### src/rtl/instr_mem_loader.sv
// Instruction memory for the jacaranda-8 core with a streaming program loader.
// The fetch port reads combinationally (READ_REG=0) or with one cycle of
// latency (READ_REG=1); a valid/ready byte stream fills sequential addresses
// starting at a programmable base, tracking count, completion and wrap.
module instr_mem_loader #(
    parameter int DATA_W   = 8,
    parameter int ADDR_W   = 8,
    parameter int READ_REG = 0
) (
    input  logic              clock,
    input  logic              reset,
    input  logic [ADDR_W-1:0] addr,
    output logic [DATA_W-1:0] r_data,
    input  logic              load_start,
    input  logic [ADDR_W-1:0] load_base,
    input  logic              load_valid,
    input  logic [DATA_W-1:0] load_data,
    input  logic              load_last,
    output logic              load_ready,
    output logic              loading,
    output logic              load_done,
    output logic [ADDR_W:0]   load_count,
    output logic              load_ovf
);

    localparam int unsigned DEPTH = 2 ** ADDR_W;
    localparam logic [ADDR_W:0] COUNT_MAX = {1'b1, {ADDR_W{1'b0}}};

    typedef enum logic [1:0] {
        IDLE,
        LOAD,
        DONE
    } state_t;

    state_t            state;
    logic              loading_q;
    logic              done_q;
    logic              ovf_q;
    logic [ADDR_W-1:0] wptr;
    logic [ADDR_W:0]   count_q;
    logic              accept;

    logic [DATA_W-1:0] mem [0:DEPTH-1];

    // A restart request takes priority over a word offered in the same cycle.
    assign load_ready = loading_q && !load_start;
    assign accept     = (state == LOAD) && !load_start && load_valid;

    assign loading    = loading_q;
    assign load_done  = done_q;
    assign load_count = count_q;
    assign load_ovf   = ovf_q;

    // Loader FSM: session control, write pointer, count and wrap flag.
    always_ff @(posedge clock) begin
        if (reset) begin
            state     <= IDLE;
            loading_q <= 1'b0;
            done_q    <= 1'b0;
            ovf_q     <= 1'b0;
            wptr      <= '0;
            count_q   <= '0;
        end else begin
            done_q <= 1'b0;
            case (state)
                IDLE: begin
                    if (load_start) begin
                        state     <= LOAD;
                        loading_q <= 1'b1;
                        wptr      <= load_base;
                        count_q   <= '0;
                        ovf_q     <= 1'b0;
                    end
                end
                LOAD: begin
                    if (load_start) begin
                        wptr    <= load_base;
                        count_q <= '0;
                        ovf_q   <= 1'b0;
                    end else if (accept) begin
                        wptr <= wptr + ADDR_W'(1);
                        if (count_q != COUNT_MAX) begin
                            count_q <= count_q + (ADDR_W + 1)'(1);
                        end
                        if ((wptr == '1) && !load_last) begin
                            ovf_q <= 1'b1;
                        end
                        if (load_last) begin
                            state     <= DONE;
                            loading_q <= 1'b0;
                            done_q    <= 1'b1;
                        end
                    end
                end
                DONE: begin
                    if (load_start) begin
                        state     <= LOAD;
                        loading_q <= 1'b1;
                        wptr      <= load_base;
                        count_q   <= '0;
                        ovf_q     <= 1'b0;
                    end else begin
                        state <= IDLE;
                    end
                end
                default: begin
                    state     <= IDLE;
                    loading_q <= 1'b0;
                end
            endcase
        end
    end

    // Memory write port, driven only by accepted loader words; no reset so
    // program contents survive a reset.
    always_ff @(posedge clock) begin
        if (!reset && accept) begin
            mem[wptr] <= load_data;
        end
    end

    generate
        if (READ_REG != 0) begin : g_read_reg
            logic [DATA_W-1:0] rd_q;

            // Registered fetch; the output gate hides it while loading so the
            // edge that leaves LOAD still delivers real memory content.
            always_ff @(posedge clock) begin
                if (reset) begin
                    rd_q <= '0;
                end else begin
                    rd_q <= mem[addr];
                end
            end

            assign r_data = (reset || loading_q) ? '0 : rd_q;
        end else begin : g_read_comb
            assign r_data = (reset || loading_q) ? '0 : mem[addr];
        end
    endgenerate

endmodule
### config.mk
export PLATFORM = sky130hd
export DESIGN_NAME = instr_mem_loader
export DESIGN_NICKNAME = d
export VERILOG_FILES = /design/src/rtl/instr_mem_loader.sv
export SDC_FILE = /design/constraint.sdc
export NUM_CORES = 2
export LEC_CHECK = 0
export ABC_AREA = 1
export CAP_MARGIN = 20
export CORE_MARGIN = 2
export CORE_UTILIZATION = 30
export DETAILED_ROUTE_END_ITERATION = 8
export GPL_ROUTABILITY_DRIVEN = 0
export PLACE_DENSITY_LB_ADDON = 0.12
export RECOVER_POWER = 100
export SYNTH_ARGS = -nofsm -noshare
export SYNTH_HDL_FRONTEND = slang
export SYNTH_SLANG_ARGS = --single-unit
export TNS_END_PERCENT = 100
### constraint.sdc
create_clock -name clock -period 2.5 [get_ports clock]
set_input_delay 0.25 -clock clock [delete_from_list [all_inputs] [get_ports clock]]
set_output_delay 0.25 -clock clock [all_outputs]
set_load 0.02 [all_outputs]
After elaboration in Yosys (flattened, before gate mapping)
Memory sizes are Yosys's and may differ from the RTL's.
Cells that the tools add are included.
Widths: inputs -> output; s select.
{"block": "word_totals", "mem_count": 1, "register_bits": 22, "ram_bits": 2048, "output_inout_bits": 21}
{"block": "op_classes", "bitwise_logic": 2, "add_sub_neg": 2, "muxes": 29, "reduce_logical": 18, "n_eq_ne": 12}
{"memory": "mem", "words": 256, "width": 8, "rd": 1, "rd_ports_with_merged_regs": 0, "write_ports": 1, "line": "43", "rtl": "logic [DATA_W-1:0] mem [0:DEPTH-1];"}
{"op": "$mux 9", "n": 4}
{"op": "$mux 8", "n": 4}
{"op": "$pmux 9 s2", "n": 1}
{"op": "$pmux 8 s2", "n": 1}
{"op": "$reduce_and 4->1", "n": 4}
{"op": "$mux 1", "n": 12}
{"op": "$add 9x1->9 const B", "n": 1}
{"op": "$ne 9x9->1 const B", "n": 1}
{"op": "$add 8x1->8 const B", "n": 1}
{"op": "$eq 8x8->1 const B", "n": 1}
{"op": "$mux 2", "n": 4}
{"op": "$ne 2x2->1 const B", "n": 4}
{"op": "$ne 3x2->1 const B", "n": 2}
{"op": "$pmux 2 s3", "n": 1}
{"op": "$logic_and 1x1->1", "n": 5}
{"op": "$pmux 1 s2", "n": 2}
{"op": "$reduce_or 4->1", "n": 1}
{"op": "$logic_not 1->1", "n": 3}
{"op": "$ne 3x3->1 const B", "n": 1}
{"op": "$reduce_and 3->1", "n": 1}
{"op": "$eq 2x1->1 const B", "n": 1}
{"op": "$eq 2x2->1 const B", "n": 1}
{"op": "$logic_not 2->1", "n": 1}
{"op": "$ne 2x1->1 const B", "n": 1}
{"op": "other kinds (4)", "n": 5}

Longest topological paths before layout
{"block": "depth", "word_depth": 6, "ltp_mapped": 15, "ltp_nobuf": 12}

Worst setup path after synthesis
OpenSTA, ideal clock, no wires.
{"block": "synth_timing", "path_type": "reg-to-reg", "start": "reg state[0]", "end": "mem mem[225][0] (enable)", "synth_period_minus_slack_ns": 2.209, "slack_ns": 0.291, "required_time_ns": 2.130, "path_stages_with_launch": 12, "t_arrival_ns": 1.839, "n_path_buf": 1, "path_cell_list": "dfxtp_1 inv_2 nor2_4 inv_4 nor2_4 nand2_4 nor2_8 inv_6 nor2_8 nand2_4 buf_6 nor2_1"}
{"block": "synth_between", "elab_chain_cells": 6}
{"item": "start, declared", "line": "35", "rtl": "state_t state;"}
{"item": "start signal, assigned", "line": "57", "rtl": "state <= IDLE;"}
{"item": "start signal, assigned", "line": "68", "rtl": "state <= LOAD;"}
{"item": "start signal, assigned", "line": "89", "rtl": "state <= DONE;"}
{"item": "$eq 2x1->1", "line": "47", "rtl": "assign accept = (state == LOAD) && !load_start && load_valid;"}
{"item": "$logic_and 1x1->1 (2 in series)", "line": "47"}
{"item": "$logic_and 1x1->1", "line": "117", "rtl": "if (!reset && accept) begin"}
{"item": "$mux 1", "line": "117"}
{"item": "$mux 1 (not written as such)", "line": "118", "rtl": "mem[wptr] <= load_data;"}
{"item": "end, declared", "line": "43"}
Every way passes these cells.

Final worst setup path
{"block": "layout_timing", "start": "in addr[0]", "end": "out r_data[7]"}
{"block": "layout_between", "elab_chain_cells": 2}
{"item": "start, declared", "line": "12", "rtl": "input logic [ADDR_W-1:0] addr,"}
{"item": "$mem_v2 256x8"}
{"item": "$mux 8", "line": "138", "rtl": "assign r_data = (reset || loading_q) ? '0 : mem[addr];"}
{"item": "end, declared", "line": "13", "rtl": "output logic [DATA_W-1:0] r_data,"}
Every way passes these cells.

==> flow_summary.json <==
{
  "setup_tns_ns": -12.28,
  "final_net_count": 7773,
  "numClockSinks": 2070,
  "setup.worst_path.start": "addr[0]",
  "worst_slew_pin_slew_ns": 2.20,
  "design.portCount": 50,
  "worstHoldPathCells": 3,
  "power_leakage_uw": 0.0379,
  "cts_tree": "built",
  "syn_to_final_growth_pct": 25.9,
  "relSlewSlack": -0.469,
  "syn-mean-instance-area_um2": 11.9,
  "rsz0062_at_grt": "true",
  "detail_route.drc_violations": 0,
  "fin_crit_sh": 1.12,
  "die-height_um": 535,
  "drt-vias-per-instance": 4.90,
  "global_route.overflow_total": 0,
  "number_of_enable_type_register_cells_in_the_synthesized_netlist": 2048,
  "r2r_slack_ns": -0.12,
  "layout_min_cycle_time_ns": 2.79,
  "final.setup.worst_slack_ns": -0.289,
  "endpoint": "r_data[7]",
  "worst_ep_required_time_ns": 2.25,
  "run_status": "finished with violations",
  "area_of_the_die_um2": 287000,
  "dp_hpwl_um": 175000,
  "master_cell_of_the_clock_root_buffer": "clkbuf_16",
  "fmax_ghz": 0.359,
  "grt_antenna_before_repair": 14,
  "r2r-end": "mem[50][7]$_DFFE_PP_",
  "post_dp_area_um2": 95800,
  "core.rowCount": 195,
  "synth_compound_gate_area_share": 0.00656,
  "timing.reg2reg.worst_path_depth": 12,
  "post-synth-top-area-cell": "edfxtp_1",
  "netlist-cell-type-count": 33,
  "synth.most_common_cell": "nand2_1",
  "vias": 57200,
  "crit-reg2reg-launch": "state[0]$_SDFFE_PP0P_",
  "insertion_delay_ns": 0.88,
  "grt_start_max_net_pins": 75,
  "starting_density_of_the_core": 0.301,
  "timing.clock.skew_ns": 0.0467,
  "cp_max_fo": 38,
  "synth_mux_area_frac": 0,
  "largest_family_of_logic_cells_by_synthesized_area": "simple AND/OR/NAND/NOR gates",
  "hold_violations": 0,
  "timing.critical_path.from_type": "primary input",
  "xor_xnor_cell_area_share_of_the_yosys_netlist": 0.000103,
  "clk_pin_slew_ns": 0.06,
  "synth-seq-cells": 2070,
  "max-clock-path-buffers": 4,
  "synth_top_area_frac": 0.726,
  "placeableCoreArea_um2": 282000,
  "synth.top_cells.by_area": "edfxtp_1, nand3_1, nand2_1",
  "drt_pass1_iterations": 5,
  "netlist_instances": 7138,
  "post_synth_and_or_nand_nor_area_fraction": 0.229,
  "synthTopCellsByCount": "nand2_1, edfxtp_1, nand3_1",
  "fin_hold_ws_ns": 0.0752,
  "finalInstanceArea_um2": 107000,
  "worst_hold_path_type": "in -> reg",
  "post_route_cells_drive_above_1_share": 0.220,
  "globalRouteTotalUtil": 0.193,
  "cts_inserted_buffers": 230,
  "failed_checks": "max-capacitance violations, max-slew violations, negative setup slack",
  "ir_worst_vdd_v": 0.000539,
  "number_of_global_route_vias_before_repair": 55900,
  "power_per_cell_area_nw_per_um2": 731,
  "postSynth.asyncResetShare": 0,
  "synth_fa_ha_area_frac": 0.000887,
  "critical_path_arrival_ns": 2.54,
  "drt-wirelength-per-cell_um": 24.2,
  "syn_area_um2": 84700,
  "dieWidth_um": 535,
  "report.final.slew_viol_count": 220,
  "synth_warnings": 0,
  "port-buffer-count": 49,
  "timing_worst_setup_path_type": "in -> out",
  "grt_pass1_wl_um": 405000,
  "number_of_nets_with_antenna_violations_after_detailed_routing": 0,
  "timing.critical_path.to_type": "output pin",
  "initialDrtViolationCount": 4977,
  "cap_violations": 5,
  "power_total_uw": 77900,
  "yosysSeqAreaShare": 0.731,
  "synth_fp_nets": 7173,
  "h-tree-depth": 4,
  "timing.final.setup_violations": 251,
  "ys.flop_type": "edfxtp_1",
  "drt-total-wl_um": 283000
}
through the flow:
| stage | cells | setup slack [ns] | util |
|---|---|---|---|
| floorplan | 7138 | 0.291 | - |
| global placement | 11200 | -0.987 | 0.340 |
| detailed placement | 11200 | -0.934 | 0.340 |
| CTS | 11700 | -0.368 | 0.376 |
| global route | 11700 | -0.370 | 0.379 |
| finish | 11700 | -0.289 | 0.379 |
cells by family after synthesis:
kind of cell / count (synthesis)
simple gates: 4429
buf+inv: 529
xor+xnor: 1
flops: 2070
compound gates: 103
fa+ha+maj: 6
how the worst min path moves through the flow:
stage	from	endpoint	slack, ns
after floorplan	load_data[0]	mem[0][0]$_DFFE_PP_	0.35
after global placement	load_ovf$_SDFFE_PP0P_	load_ovf$_SDFFE_PP0P_	0.47
after detailed placement	load_ovf$_SDFFE_PP0P_	load_ovf$_SDFFE_PP0P_	0.47
after CTS	load_base[2]	wptr[2]$_SDFFE_PP0P_	0.003
after global routing	load_base[2]	wptr[2]$_SDFFE_PP0P_	0.13
final	load_base[2]	wptr[2]$_SDFFE_PP0P_	0.08
state kept, by name, indices dropped and copies added, names as in the netlist:
name        count
mem          2048
load_ovf        1
state           2
load_count      9
wptr            8
load_done       1
loading         1
layout make-up:
cell class              count  area, um^2
repair buffers            851        8980
inverters                  45         228
clock buffers             281        5990
fillers                 27200      175000
multi-input cells        4539       23400
flip-flops and latches   2070       61900
diodes                      2        5.00
well taps                3743        4680
clock inverters           136        1360
repair inverters            1        16.3
where the power goes:
group | switching (uW) | leakage [uW] | total [uW] | internal, uW
Clock | 14100 | 0.00358 | 33700 | 19700
Combinational | 4140 | 0.0157 | 6000 | 1850
Sequential | 24.1 | 0.0186 | 38200 | 38200
Total | 18200 | 0.0379 | 77900 | 59700
worst max-delay path: stages:
cell     delay (ns)
buf_16         0.15
inv_12         0.20
buf_6          0.20
buf_16         0.22
buf_12         0.18
nand2_1        0.06
nand3_1        0.07
nand3_1        0.10
nand3_1        0.12
nand3_2        0.12
nand2_2        0.12
nor2_4         0.06
nor2_4         0.14
nor2_4         0.06
nor2_4         0.21
buf_6          0.15
per-layer routing:
| layer | vias up | global-route usage | wire length [um] |
|---|---|---|---|
| li1 | 26600 | - | - |
| met1 | 29000 | 0.275 | 131000 |
| met2 | 1308 | 0.314 | 133000 |
| met3 | 333 | 0.0239 | 12700 |
| met4 | 0 | 0.0435 | 6280 |
| met5 | - | 0 | 0 |
timing repair:
item	CTS	global route
hold buffers	13	0
setup buffers	4	6
pin swaps	132	116
gates cloned	7	1
endpoints found under the setup margin	8	8
hold endpoints to repair	343	0
gates resized for setup	487	222
layout by cell type (no fill, tap or decap), drive strengths merged, types with 14 or more instances in the layout:
cell type         n
o21ai            44
inv              46
bufinv           27
clkdlybuf4s50    14
edfxtp         2048
nor2            370
clkbuf          343
a21oi            34
o22ai            17
dfxtp            22
nand2          2109
dlygate4sd3      26
clkinv          100
buf             743
nand3          1942
Note: power is estimated with default switching activity, not from simulation.
